## src/rtl/fft_buf_pkg.sv

```systemverilog
// Shared definitions for the FFT output buffering: data width, triple index
// constants, serializer FSM encoding and the complex-sample type.
package fft_buf_pkg;

  localparam int DATA_W = 32;

  localparam logic [1:0] IDX_A = 2'd0;
  localparam logic [1:0] IDX_B = 2'd1;
  localparam logic [1:0] IDX_C = 2'd2;

  typedef enum logic {
    IDLE = 1'b0,
    EMIT = 1'b1
  } state_t;

  typedef struct packed {
    logic [DATA_W-1:0] re;
    logic [DATA_W-1:0] img;
  } cplx_t;

endpackage

```

## src/rtl/bufout_serializer_if.sv

```systemverilog
// Stream bundle of the serializer: triple-parallel input side and
// sample-serial output side.
interface bufout_serializer_if #(
  parameter int DATA_W = fft_buf_pkg::DATA_W
);
  // Both sides use valid/ready: a transfer happens on a rising clock edge where
  // valid and ready are both high; valid must not drop and data must not change
  // while valid is high and ready is low.
  logic              in_valid;
  logic              in_ready;
  logic [DATA_W-1:0] a_re, b_re, c_re;
  logic [DATA_W-1:0] a_img, b_img, c_img;
  logic              out_valid;
  logic              out_ready;
  logic [DATA_W-1:0] out_re, out_img;
  logic [1:0]        out_idx;
  logic              out_last;

  // slave: the serializer itself; master: the surrounding producer/consumer.
  modport slave (
    input  in_valid, a_re, b_re, c_re, a_img, b_img, c_img, out_ready,
    output in_ready, out_valid, out_re, out_img, out_idx, out_last
  );

  modport master (
    output in_valid, a_re, b_re, c_re, a_img, b_img, c_img, out_ready,
    input  in_ready, out_valid, out_re, out_img, out_idx, out_last
  );
endinterface

```

## src/rtl/cplx_triple_reg.sv

```systemverilog
// Three complex samples (six DATA_W words) with a common load enable and
// asynchronous active-low clear.
module cplx_triple_reg #(
  parameter int DATA_W = fft_buf_pkg::DATA_W
) (
  input  logic              clk,
  input  logic              rst_n,
  input  logic              load,
  input  logic [DATA_W-1:0] d_re  [3],
  input  logic [DATA_W-1:0] d_img [3],
  output logic [DATA_W-1:0] q_re  [3],
  output logic [DATA_W-1:0] q_img [3]
);

  always_ff @(posedge clk or negedge rst_n) begin
    if (!rst_n) begin
      for (int i = 0; i < 3; i++) begin
        q_re[i]  <= '0;
        q_img[i] <= '0;
      end
    end else if (load) begin
      for (int i = 0; i < 3; i++) begin
        q_re[i]  <= d_re[i];
        q_img[i] <= d_img[i];
      end
    end
  end

endmodule

```

## src/rtl/bufout_serializer.sv

```systemverilog
// Serializes one complex triple (a, b, c) per input handshake into three
// samples on a valid/ready stream. Define BUFOUT_SKID_EN for a second (skid)
// triple register and a registered in_ready.
module bufout_serializer
  import fft_buf_pkg::*;
#(
  parameter int DATA_W = fft_buf_pkg::DATA_W
) (
  input  logic                 clk,
  input  logic                 rst_n,
  bufout_serializer_if.slave   bus,
  output state_t               dbg_state
);

  state_t            state, state_nxt;
  logic [1:0]        idx, idx_nxt;
  logic              in_xfer, out_xfer, last_xfer, hold_load;
  logic [DATA_W-1:0] in_re [3], in_img [3];
  logic [DATA_W-1:0] hold_d_re [3], hold_d_img [3];
  logic [DATA_W-1:0] hold_re [3], hold_img [3];

  assign in_re[0]  = bus.a_re;
  assign in_re[1]  = bus.b_re;
  assign in_re[2]  = bus.c_re;
  assign in_img[0] = bus.a_img;
  assign in_img[1] = bus.b_img;
  assign in_img[2] = bus.c_img;

  assign out_xfer  = (state == EMIT) && bus.out_ready;
  assign last_xfer = out_xfer && (idx == IDX_C);
  assign in_xfer   = bus.in_valid && bus.in_ready;

`ifdef BUFOUT_SKID_EN
  logic              skid_full, skid_load;
  logic [DATA_W-1:0] skid_re [3], skid_img [3];

  // A triple arriving mid-emission parks in the skid; on the last transfer
  // either the skid or a same-cycle input refills hold (skid full blocks input).
  assign skid_load   = in_xfer && (state == EMIT) && !last_xfer;
  assign hold_load   = (in_xfer && !skid_load) || (last_xfer && skid_full);
  assign bus.in_ready = !skid_full;
  assign hold_d_re   = skid_full ? skid_re  : in_re;
  assign hold_d_img  = skid_full ? skid_img : in_img;

  always_ff @(posedge clk or negedge rst_n) begin
    if (!rst_n)                       skid_full <= 1'b0;
    else if (last_xfer && skid_full)  skid_full <= 1'b0;
    else if (skid_load)               skid_full <= 1'b1;
  end

  cplx_triple_reg #(.DATA_W(DATA_W)) u_skid (
    .clk(clk), .rst_n(rst_n), .load(skid_load),
    .d_re(in_re), .d_img(in_img), .q_re(skid_re), .q_img(skid_img)
  );
`else
  assign bus.in_ready = (state == IDLE) ||
                        ((state == EMIT) && (idx == IDX_C) && bus.out_ready);
  assign hold_load    = in_xfer;
  assign hold_d_re    = in_re;
  assign hold_d_img   = in_img;
`endif

  cplx_triple_reg #(.DATA_W(DATA_W)) u_hold (
    .clk(clk), .rst_n(rst_n), .load(hold_load),
    .d_re(hold_d_re), .d_img(hold_d_img), .q_re(hold_re), .q_img(hold_img)
  );

  always_ff @(posedge clk or negedge rst_n) begin
    if (!rst_n) begin
      state <= IDLE;
      idx   <= IDX_A;
    end else begin
      state <= state_nxt;
      idx   <= idx_nxt;
    end
  end

  always_comb begin
    state_nxt = state;
    idx_nxt   = idx;
    case (state)
      IDLE: begin
        if (in_xfer) begin
          state_nxt = EMIT;
          idx_nxt   = IDX_A;
        end
      end
      EMIT: begin
        if (out_xfer) begin
          if (idx == IDX_C) begin
            idx_nxt   = IDX_A;
            state_nxt = hold_load ? EMIT : IDLE;
          end else begin
            idx_nxt = idx + 2'd1;
          end
        end
      end
      default: begin
        state_nxt = IDLE;
        idx_nxt   = IDX_A;
      end
    endcase
  end

  // Outputs decode only registered state, so they cannot glitch with inputs.
  always_comb begin
    bus.out_valid = (state == EMIT);
    bus.out_idx   = idx;
    bus.out_last  = (state == EMIT) && (idx == IDX_C);
    bus.out_re    = '0;
    bus.out_img   = '0;
    if (state == EMIT) begin
      case (idx)
        IDX_A:   begin bus.out_re = hold_re[0]; bus.out_img = hold_img[0]; end
        IDX_B:   begin bus.out_re = hold_re[1]; bus.out_img = hold_img[1]; end
        default: begin bus.out_re = hold_re[2]; bus.out_img = hold_img[2]; end
      endcase
    end
  end

  assign dbg_state = state;

endmodule
```

## src/flat_wrapper.sv

```systemverilog
// flat-port wrapper written by rule: the top's interface ports become plain ports
module bufout_serializer_flat import fft_buf_pkg::*;
#(
  parameter int DATA_W = fft_buf_pkg::DATA_W
)
  (clk, rst_n, dbg_state, bus_in_valid, bus_a_re, bus_b_re, bus_c_re, bus_a_img, bus_b_img, bus_c_img, bus_out_ready, bus_in_ready, bus_out_valid, bus_out_re, bus_out_img, bus_out_idx, bus_out_last);
  bufout_serializer_if #(.DATA_W(DATA_W)) bus_i ();
  input  logic clk;
  input  logic rst_n;
  output state_t dbg_state;
  input wire logic [$bits(bus_i.in_valid)-1:0] bus_in_valid;
  input wire logic [$bits(bus_i.a_re)-1:0] bus_a_re;
  input wire logic [$bits(bus_i.b_re)-1:0] bus_b_re;
  input wire logic [$bits(bus_i.c_re)-1:0] bus_c_re;
  input wire logic [$bits(bus_i.a_img)-1:0] bus_a_img;
  input wire logic [$bits(bus_i.b_img)-1:0] bus_b_img;
  input wire logic [$bits(bus_i.c_img)-1:0] bus_c_img;
  input wire logic [$bits(bus_i.out_ready)-1:0] bus_out_ready;
  output wire logic [$bits(bus_i.in_ready)-1:0] bus_in_ready;
  output wire logic [$bits(bus_i.out_valid)-1:0] bus_out_valid;
  output wire logic [$bits(bus_i.out_re)-1:0] bus_out_re;
  output wire logic [$bits(bus_i.out_img)-1:0] bus_out_img;
  output wire logic [$bits(bus_i.out_idx)-1:0] bus_out_idx;
  output wire logic [$bits(bus_i.out_last)-1:0] bus_out_last;
  assign bus_i.in_valid = bus_in_valid;
  assign bus_i.a_re = bus_a_re;
  assign bus_i.b_re = bus_b_re;
  assign bus_i.c_re = bus_c_re;
  assign bus_i.a_img = bus_a_img;
  assign bus_i.b_img = bus_b_img;
  assign bus_i.c_img = bus_c_img;
  assign bus_i.out_ready = bus_out_ready;
  assign bus_in_ready = bus_i.in_ready;
  assign bus_out_valid = bus_i.out_valid;
  assign bus_out_re = bus_i.out_re;
  assign bus_out_img = bus_i.out_img;
  assign bus_out_idx = bus_i.out_idx;
  assign bus_out_last = bus_i.out_last;
  bufout_serializer #(.DATA_W(DATA_W)) u_core (.clk(clk), .rst_n(rst_n), .bus(bus_i), .dbg_state(dbg_state));
endmodule
```

## config.mk

```make
export PLATFORM = sky130hd
export DESIGN_NAME = bufout_serializer_flat
export DESIGN_NICKNAME = d
export VERILOG_FILES = /design/src/rtl/fft_buf_pkg.sv /design/src/rtl/bufout_serializer_if.sv /design/src/rtl/cplx_triple_reg.sv /design/src/rtl/bufout_serializer.sv /design/src/flat_wrapper.sv
export SDC_FILE = /design/constraint.sdc
export NUM_CORES = 1
export LEC_CHECK = 0
export ABC_AREA = 1
export ABC_CLOCK_PERIOD_IN_PS = 3400
export CAP_MARGIN = 10
export CORE_UTILIZATION = 35
export CTS_CLUSTER_DIAMETER = 200
export DETAILED_ROUTE_END_ITERATION = 10
export GPL_ROUTABILITY_DRIVEN = 0
export PLACE_DENSITY_LB_ADDON = 0.05
export SETUP_SLACK_MARGIN = 0.15
export SYNTH_ARGS = -nofsm -noshare
export SYNTH_HDL_FRONTEND = slang
export SYNTH_SLANG_ARGS = --single-unit
```

## constraint.sdc

```tcl
create_clock -name clk -period 3.4 [get_ports clk]
set_input_delay 0.85 -clock clk [delete_from_list [all_inputs] [get_ports clk]]
set_output_delay 0.85 -clock clk [all_outputs]
set_load 0.005 [all_outputs]
```

---- Word-level counts from Yosys, hierarchy flattened ----
Cells that the tools add are included.
operators by class
  add/sub/neg operators ................... 1
  eq/ne operators ......................... 4
  mux-type cells .......................... 12
  bitwise operators ....................... 1
  reduce and logical (&&, ||, !) cells .... 7
operators with widths
  kind                 number
  $pmux 32 s2          2
  $mux 32              2
  $mux 2               3
  $logic_and 1x1->1    4
  $pmux 2 s2           1
  $mux 1               3
  $add 2x1->2 const B  1
  $eq 2x1->1 const B   1
  $eq 2x2->1 const B   1
  $logic_not 2->1      1
  $ne 2x1->1 const B   1
  $ne 2x2->1 const B   1
  $pmux 1 s2           1
  $reduce_and 2->1     1
  $logic_or 1x1->1     1
  $not 1->1            1
word-level totals
  bits in registers ....................... 195
  bits of input ports ..................... 196
  output and inout port bits .............. 70
  logic and storage cells ................. 33

---- Depth between registers and ports, before layout ----
Gate-level depths: netlist (run 1).
  depth after elaboration ................. 9
  gate-level depth with buffers ........... 8
  gate-level depth less buffers ........... 6

---- By module ----
Synthesis (run 1) repeated with hierarchy kept, for this count alone.
second synthesis, totals
  cell total of the unflattened synthesis .. 1,252
  area total of the unflattened synthesis .. 9,155.0 um2
by module, submodules not included
  module             times used  cells each  area an instance (um2)  sequential area each (um2)
  cplx_triple_reg    1           811         7,178.1                 4,804.6
  bufout_serializer  1           441         1,976.9                 75.1

---- Least setup slack after synthesis (run 1) ----
Ideal clock, no wire load.
  kind .................................... in2out
  from .................................... in bus_out_ready
  to ...................................... out bus_in_ready
  arrival time ............................ 1,357 ps
  data required time ...................... 2,550 ps
  path slack .............................. 1,193 ps
  cell stages on the path ................. 3
  buffers on the path ..................... 1
  cells stage by stage .................... inv_1 o21bai_2 buf_1
on the way
  word-level cells in the longest chain between the ends .. 2
RTL lines
  what                RTL line                 RTL
  start: declaration  flat_wrapper.sv:18       input wire logic [$bits(bus_i.out_ready)-1:0] bus_out_ready;
  $logic_and 1x1->1   bufout_serializer.sv:57  ((state == EMIT) && (idx == IDX_C) && bus.out_ready);
  $logic_or 1x1->1    bufout_serializer.sv:56  assign bus.in_ready = (state == IDLE) ||
  end: declaration    flat_wrapper.sv:19       output wire logic [$bits(bus_i.in_ready)-1:0] bus_in_ready;
Every way passes these cells.

---- Final worst setup path (run 1) ----
  from .................................... reg u_core.idx[1], in the netlist u_core.bus.out_idx[1]
  to ...................................... out bus_out_img[28]
on the way
  word-level cells in the longest chain between the ends .. 3
  elaborated cells on any way between the ends .. 4
  those cells by class .................... eq/ne (1); mux (2); reduce/logical (1)
RTL lines
  what                                                  RTL line                  RTL
  start: declaration                                    bufout_serializer.sv:16   logic [1:0] idx, idx_nxt;
  start signal: assignment                              bufout_serializer.sv:74   idx <= idx_nxt;
  $eq 2x1->1 / $logic_not 2->1 (equally long branches)  bufout_serializer.sv:113  case (idx)
  $pmux 32 s2 (*)                                       bufout_serializer.sv:113
  $mux 32 (*)                                           bufout_serializer.sv:112  if (state == EMIT) begin
  end: declaration                                      flat_wrapper.sv:22        output wire logic [$bits(bus_i.out_img)-1:0] bus_out_img;
Mark *: on every way between the ends. The rest lies on a longest branch, timed or not.

==> impl_metrics.env, run 1 <==
export IMPL_synthSimpleGateAreaFrac_pct=40.0
export IMPL_ys_ff_latch=195
export IMPL_io_buffers=265
export IMPL_dpl_worst_slack_ns=0.318
export IMPL_synth_top_area_share_pct=52.4
export IMPL_syn2layout_area_growth_pct=37.7
export IMPL_dominantRegCellSynth="dfrtp_1"
export IMPL_rsz0062_at_grt="yes"
export IMPL_final_area_mm2=0.0128
export IMPL_drt_iter0_markers=801
export IMPL_worst_ep_required_time_ns=2.55
export IMPL_syn_inst=1267
export IMPL_worstSetupPathType="flop to output port"
export IMPL_start_util_pct=35.7
export IMPL_wl_per_cell_um=15.8
export IMPL_htree_levels=4
export IMPL_peakVddDrop_uv=397
export IMPL_routed_wl_mm=28.8
export IMPL_diodes=0
export IMPL_die_h_um=165
export IMPL_synth_top_family_by_area="simple AND/OR/NAND/NOR gates"
export IMPL_synth_compound_area_share_pct=0.282
export IMPL_firstDrtPassIters=5
export IMPL_clock_tree_buffer_depth=2
export IMPL_drive_gt1_share_pct=3.90
export IMPL_fillers=2621
export IMPL_cts_inserted_buffers=17
export IMPL_r2r_start="u_core.bus.out_idx[1]"
export IMPL_coreArea_mm2=0.0261
export IMPL_synth_most_common_cell="nand2_1"
export IMPL_grt_pass1_wl_mm=45.0
export IMPL_p_per_area_mw_per_mm2=836
export IMPL_end_kind="output port"
export IMPL_drc=0
export IMPL_synth_area_mux_share_pct=0
export IMPL_grt_max_degree=155
export IMPL_timing_fmax_ghz=0.318
export IMPL_placed_cell_area_mm2=0.0122
export IMPL_maxCapViolCount=0
export IMPL_hold_ws_ns=0.445
export IMPL_nets=1672
export IMPL_rr_worst_depth=6
export IMPL_gr_total_overflow=0
export IMPL_finalHoldViolCount=0
export IMPL_tightest_slew_ns=0.865
export IMPL_fin_setup_tns_ns=0
export IMPL_antenna_left=0
export IMPL_drv_slew=0
export IMPL_power_leakage_uw=0.00671
export IMPL_ios=266
export IMPL_reg2reg_to="u_core.u_hold.q_img[30]"
export IMPL_ys_seq_area_share_pct=52.4
export IMPL_antenna_found_initial=1
export IMPL_cts_sinks=195
export IMPL_ys_warn_count=0
export IMPL_synth_common_cells="644 x nand2_1, 258 x nand3_1, 195 x dfrtp_1, 69 x inv_1, 44 x buf_2"
export IMPL_cts_root_buf="clkbuf_16"
export IMPL_synth_nets=1463
export IMPL_hp_class="primary input to async pin"
export IMPL_path_clk_slew_ns=0.08
export IMPL_timing_final_crit_share_pct=92.5
export IMPL_worst_slack_ns=0.254
export IMPL_finClkSkew_ns=0.0134
export IMPL_vias_per_cell=4.84
export IMPL_rows=59
export IMPL_clock_latency_ns=0.44
export IMPL_seq_area_mm2=0.00488
export IMPL_syn_cell_area_mm2=0.00931
export IMPL_chipWidth_um=165
export IMPL_yosys_top_cells_area="dfrtp_1 52%, nand2_1 26%, nand3_1 14%"
export IMPL_avgSynthCellArea_um2=7.34
export IMPL_grt_pass1_vias=8218
export IMPL_synth_edf_count=0
export IMPL_multi_input_area_mm2=0.00378
export IMPL_reg2reg_slack_ns=0.90
export IMPL_outcome="finished clean"
export IMPL_yosys_area_share_adder_pct=0
export IMPL_dpl_hpwl_mm=17.6
export IMPL_start_kind="flop"
export IMPL_ctsHoldBuffers=0
export IMPL_postCtsSetupRepairBufs=0
export IMPL_grt_usage_pct=21.4
export IMPL_ys_types=12
export IMPL_fin_crit_ns=3.15
export IMPL_fin_util_pct=49.2
export IMPL_synth_largest_area_cell="dfrtp_1"
export IMPL_slew_headroom_pct=42.3
export IMPL_worstPathMaxFanout=18
export IMPL_setup_viol=0
export IMPL_tritoncts="done"
export IMPL_cp_arrival_ns=2.30
export IMPL_vias=8830
export IMPL_synth_xor_area_share_pct=0
export IMPL_die_area_mm2=0.0272
export IMPL_async_reset_ff_share_pct=100
==> per-stage QoR <==
step	cells	total power [µW]
floorplan	1267	6450
global placement	1792	8750
CTS	1824	10800
detailed placement	1792	8800
finish	1824	10700
global route	1824	11700
==> cells by family after synthesis <==
family,after synthesis
buffers and inverters,163
DFF,195
AOI/OAI and AO/OA,4
and+or+nand+nor,905
==> routing by layer <==
metal  vias up  GRT usage (%)  routed length (µm)
met3        16           5.07                1870
li1       4355              -                   -
met2       261           33.5               13200
met1      4196           30.1               13400
met5         -              0                  13
met4         2           3.88                 222
==> report_power, final <==
part	total [µW]	switching (µW)	internal, µW	leakage (µW)
Combinational	4820	2550	2260	0.00399
Clock	1970	967	1010	0.000275
Sequential	3920	570	3360	0.00245
==> layout make-up <==
class	instances	area share, %
sequential	195	38.1
clock buffer	20	3.56
inverter	69	2.02
timing repair buffer	284	22.7
clock inverter	12	0.879
tap	335	3.27
multi-input combinational	909	29.5
==> worst max-delay path: stages (launching register included) <==
cell and delay, ns:
dfrtp_2 0.56, nor2_4 0.19, buf_4 0.29, nand2_1 0.10, nand3_1 0.09, nand2_1 0.05
inv_1 0.06, clkdlybuf4s50_1 0.54
==> placed cells by master, fill, tap and decap left out, types with 3 or more instances in the layout <==
cell               n
nand2_1          643
clkdlybuf4s50_1  263
nand3_1          258
dfrtp_1          193
inv_1             69
clkbuf_16         17
buf_4              8
buf_12             7
clkinv_4           4
inv_8              4
o21ai_0            3
clkbuf_8           3
buf_6              3
==> sequential cells by signal (all words and copies together) (netlist names) <==
register	flops
u_core.u_hold.q_re	96
u_core.bus.out_idx	2
u_core.u_hold.q_img	96
u_core.bus.out_valid	1
==> worst max-delay path by stage <==
| stage | start | endpoint | slack [ns] |
|---|---|---|---|
| after floorplan | bus_out_ready | bus_in_ready | 1.19 |
| after global placement | bus_out_ready | u_core.u_hold.q_img[83] | 0.34 |
| after detailed placement | bus_out_ready | u_core.u_hold.q_img[25] | 0.32 |
| after CTS | u_core.bus.out_idx[1] | bus_out_re[13] | 0.16 |
| after global routing | u_core.bus.out_idx[1] | bus_out_img[14] | 0.10 |
| final | u_core.bus.out_idx[1] | bus_out_img[28] | 0.25 |
==> timing repair <==
action                                  in CTS  in global routing
gates resized for setup                      0                  6
hold endpoints to repair                     0                  0
endpoints found under the setup margin       0                 47
(Power assumes the default switching activity.)
==> run 2, diff against run 1 <==
==> constraint.sdc (replaced) <==
create_clock -name clk -period 3.4 [get_ports clk]
set_input_delay 0.85 -clock clk [delete_from_list [all_inputs] [get_ports clk]]
set_output_delay 0.85 -clock clk [all_outputs]
set_load 0.1 [all_outputs]
==> run 2 against run 1 <==
Sequential share of layout area shrank 1.8 points. Critical path depth shrank 3. Fmax grew 5.6%. Count of clock-buffer cells in the layout is the same. Combinational power grew 120%. Global-route usage grew 0.31 points. Cell area grew 5.1%. Core utilization grew 2.5 points. Largest power group unchanged. First-iteration DRC count shrank 5.0%. Clock power is essentially flat.
==> impl_metrics.env, run 2 (synthesized netlist as in run 1, its figures left out) <==
export IMPL_power_leakage_uw=0.00706
export IMPL_p_int_uw=7850
export IMPL_die_area_mm2=0.0272
export IMPL_slew_headroom_pct=46.7
export IMPL_vias=8785
export IMPL_finalHoldViolCount=0
export IMPL_r2r_start="u_core.bus.out_idx[1]"
export IMPL_drc=0
export IMPL_cts_sinks=195
export IMPL_maxCapViolCount=0
export IMPL_startpoint="u_core.bus.out_idx[1]"
export IMPL_ctsHoldBuffers=0
export IMPL_grt_pass1_wl_mm=45.9
export IMPL_io_buffers=265
export IMPL_worst_slack_ns=0.421
export IMPL_post_cts_resized=0
export IMPL_vias_per_cell=4.81
export IMPL_routed_wl_mm=28.9
export IMPL_timing_final_crit_share_pct=87.6
export IMPL_gr_total_overflow=0
export IMPL_worst_ep_required_time_ns=2.55
export IMPL_path_clk_slew_ns=0.08
export IMPL_ios=266
export IMPL_start_util_pct=35.7
export IMPL_final_cell_mix="643 x nand2_1, 258 x nand3_1, 193 x clkdlybuf4s50_1"
export IMPL_drt_iter0_markers=761
export IMPL_p_comb_share_pct=64.4
export IMPL_swShare_pct=52.6
export IMPL_finClkSkew_ns=0.0131
export IMPL_cp_arrival_ns=2.13
export IMPL_seq_area_mm2=0.00488
export IMPL_clock_tree_buffer_depth=2
export IMPL_outcome="finished clean"
export IMPL_reg2reg_slack_ns=0.86
export IMPL_rows=59
export IMPL_rsz0062_at_grt="no"
export IMPL_fin_setup_tns_ns=0
export IMPL_htree_levels=4
export IMPL_peakVddDrop_uv=964
export IMPL_grt_usage_pct=21.7
export IMPL_start_kind="flop"
export IMPL_postCtsSetupRepairBufs=0
export IMPL_fin_util_pct=51.7
export IMPL_dpl_hpwl_mm=17.7
export IMPL_fillers=2565
export IMPL_layout_commonest_cell="nand2_1"
export IMPL_worstSetupPathType="flop to output port"
export IMPL_switchingPower_uw=8710
export IMPL_pwr_share_clk_pct=12.0
export IMPL_grt_max_degree=177
export IMPL_reg2reg_to="u_core.u_hold.q_img[45]"
export IMPL_timing_fmax_ghz=0.336
export IMPL_antenna_found_initial=2
export IMPL_seq_power_share_pct=23.6
export IMPL_hold_ws_ns=0.411
export IMPL_fin_crit_ns=2.98
export IMPL_die_h_um=165
export IMPL_power_uw=16600
export IMPL_cts_root_buf="clkbuf_16"
export IMPL_dpl_worst_slack_ns=0.613
export IMPL_tightest_slew_ns=0.800
export IMPL_coreArea_mm2=0.0261
export IMPL_setup_viol=0
export IMPL_clock_latency_ns=0.43
export IMPL_drive_gt1_share_pct=8.73
export IMPL_syn2layout_area_growth_pct=44.7
export IMPL_hp_class="primary input to async pin"
export IMPL_wl_per_cell_um=15.8
export IMPL_rr_worst_depth=6
export IMPL_end_kind="output port"
export IMPL_p_per_area_mw_per_mm2=1230
export IMPL_tritoncts="done"
export IMPL_nets=1672
export IMPL_worstPathMaxFanout=40
export IMPL_grt_pass1_vias=8402
export IMPL_antenna_left=0
export IMPL_drv_slew=0
export IMPL_multi_input_area_mm2=0.00378
export IMPL_firstDrtPassIters=5
export IMPL_chipWidth_um=165
export IMPL_endpoint="bus_in_ready"
export IMPL_cts_inserted_buffers=17
run 2: worst max-delay path: stages (launching register included):
cell and delay (ns):
dfrtp_2 0.43, buf_4 0.48, nand2_1 0.26, o21bai_4 0.31, buf_12 0.22
run 2: layout make-up:
class	instances	share of cell area (%)
Multi-Input combinational cell	909	28.1
Clock inverter	12	0.882
Clock buffer	20	3.39
Sequential cell	195	36.3
Tap cell	335	3.11
Antenna cell	1	0.0186
Timing Repair Buffer	284	26.4
Inverter	69	1.92
run 2: through the flow:
step | cell area (µm²) | instances
2_1_floorplan | 9310 | 1267
3_3_place_gp | 12900 | 1792
3_5_place_dp | 12900 | 1792
4_1_cts | 13500 | 1824
5_1_grt | 13500 | 1825
6_report | 13500 | 1825
run 2: routing by layer:
layer | vias to the layer above | wire length (µm) | track usage (%)
met5 | - | 0 | 0
met4 | 0 | 329 | 4.75
met3 | 19 | 1820 | 4.67
met2 | 262 | 13100 | 33.3
met1 | 4149 | 13700 | 31.1
li1 | 4355 | - | -
run 2: how the worst min path moves through the flow:
stage / to / slack (ns) / cells past startpoint
after detailed placement: u_core.u_hold.q_re[46] / 0.46 / 2
after global placement: u_core.u_hold.q_img[39] / 0.45 / 2
after CTS: u_core.u_hold.q_img[10] / 0.44 / 1
after floorplan: u_core.u_hold.q_img[0] / 0.44 / 2
after global routing: u_core.u_hold.q_img[10] / 0.44 / 1
final: u_core.u_hold.q_img[10] / 0.41 / 1
run 2: power groups by stage:
stage                     Clock [µW]  Sequential (µW)  Combinational, µW
after global placement             0             3910              10700
after detailed placement           0             3930              10700
after CTS                       2040             3900              10800
after global routing            2130             4050              11300
final                           1990             3900              10700
after floorplan                    0             3890               6870
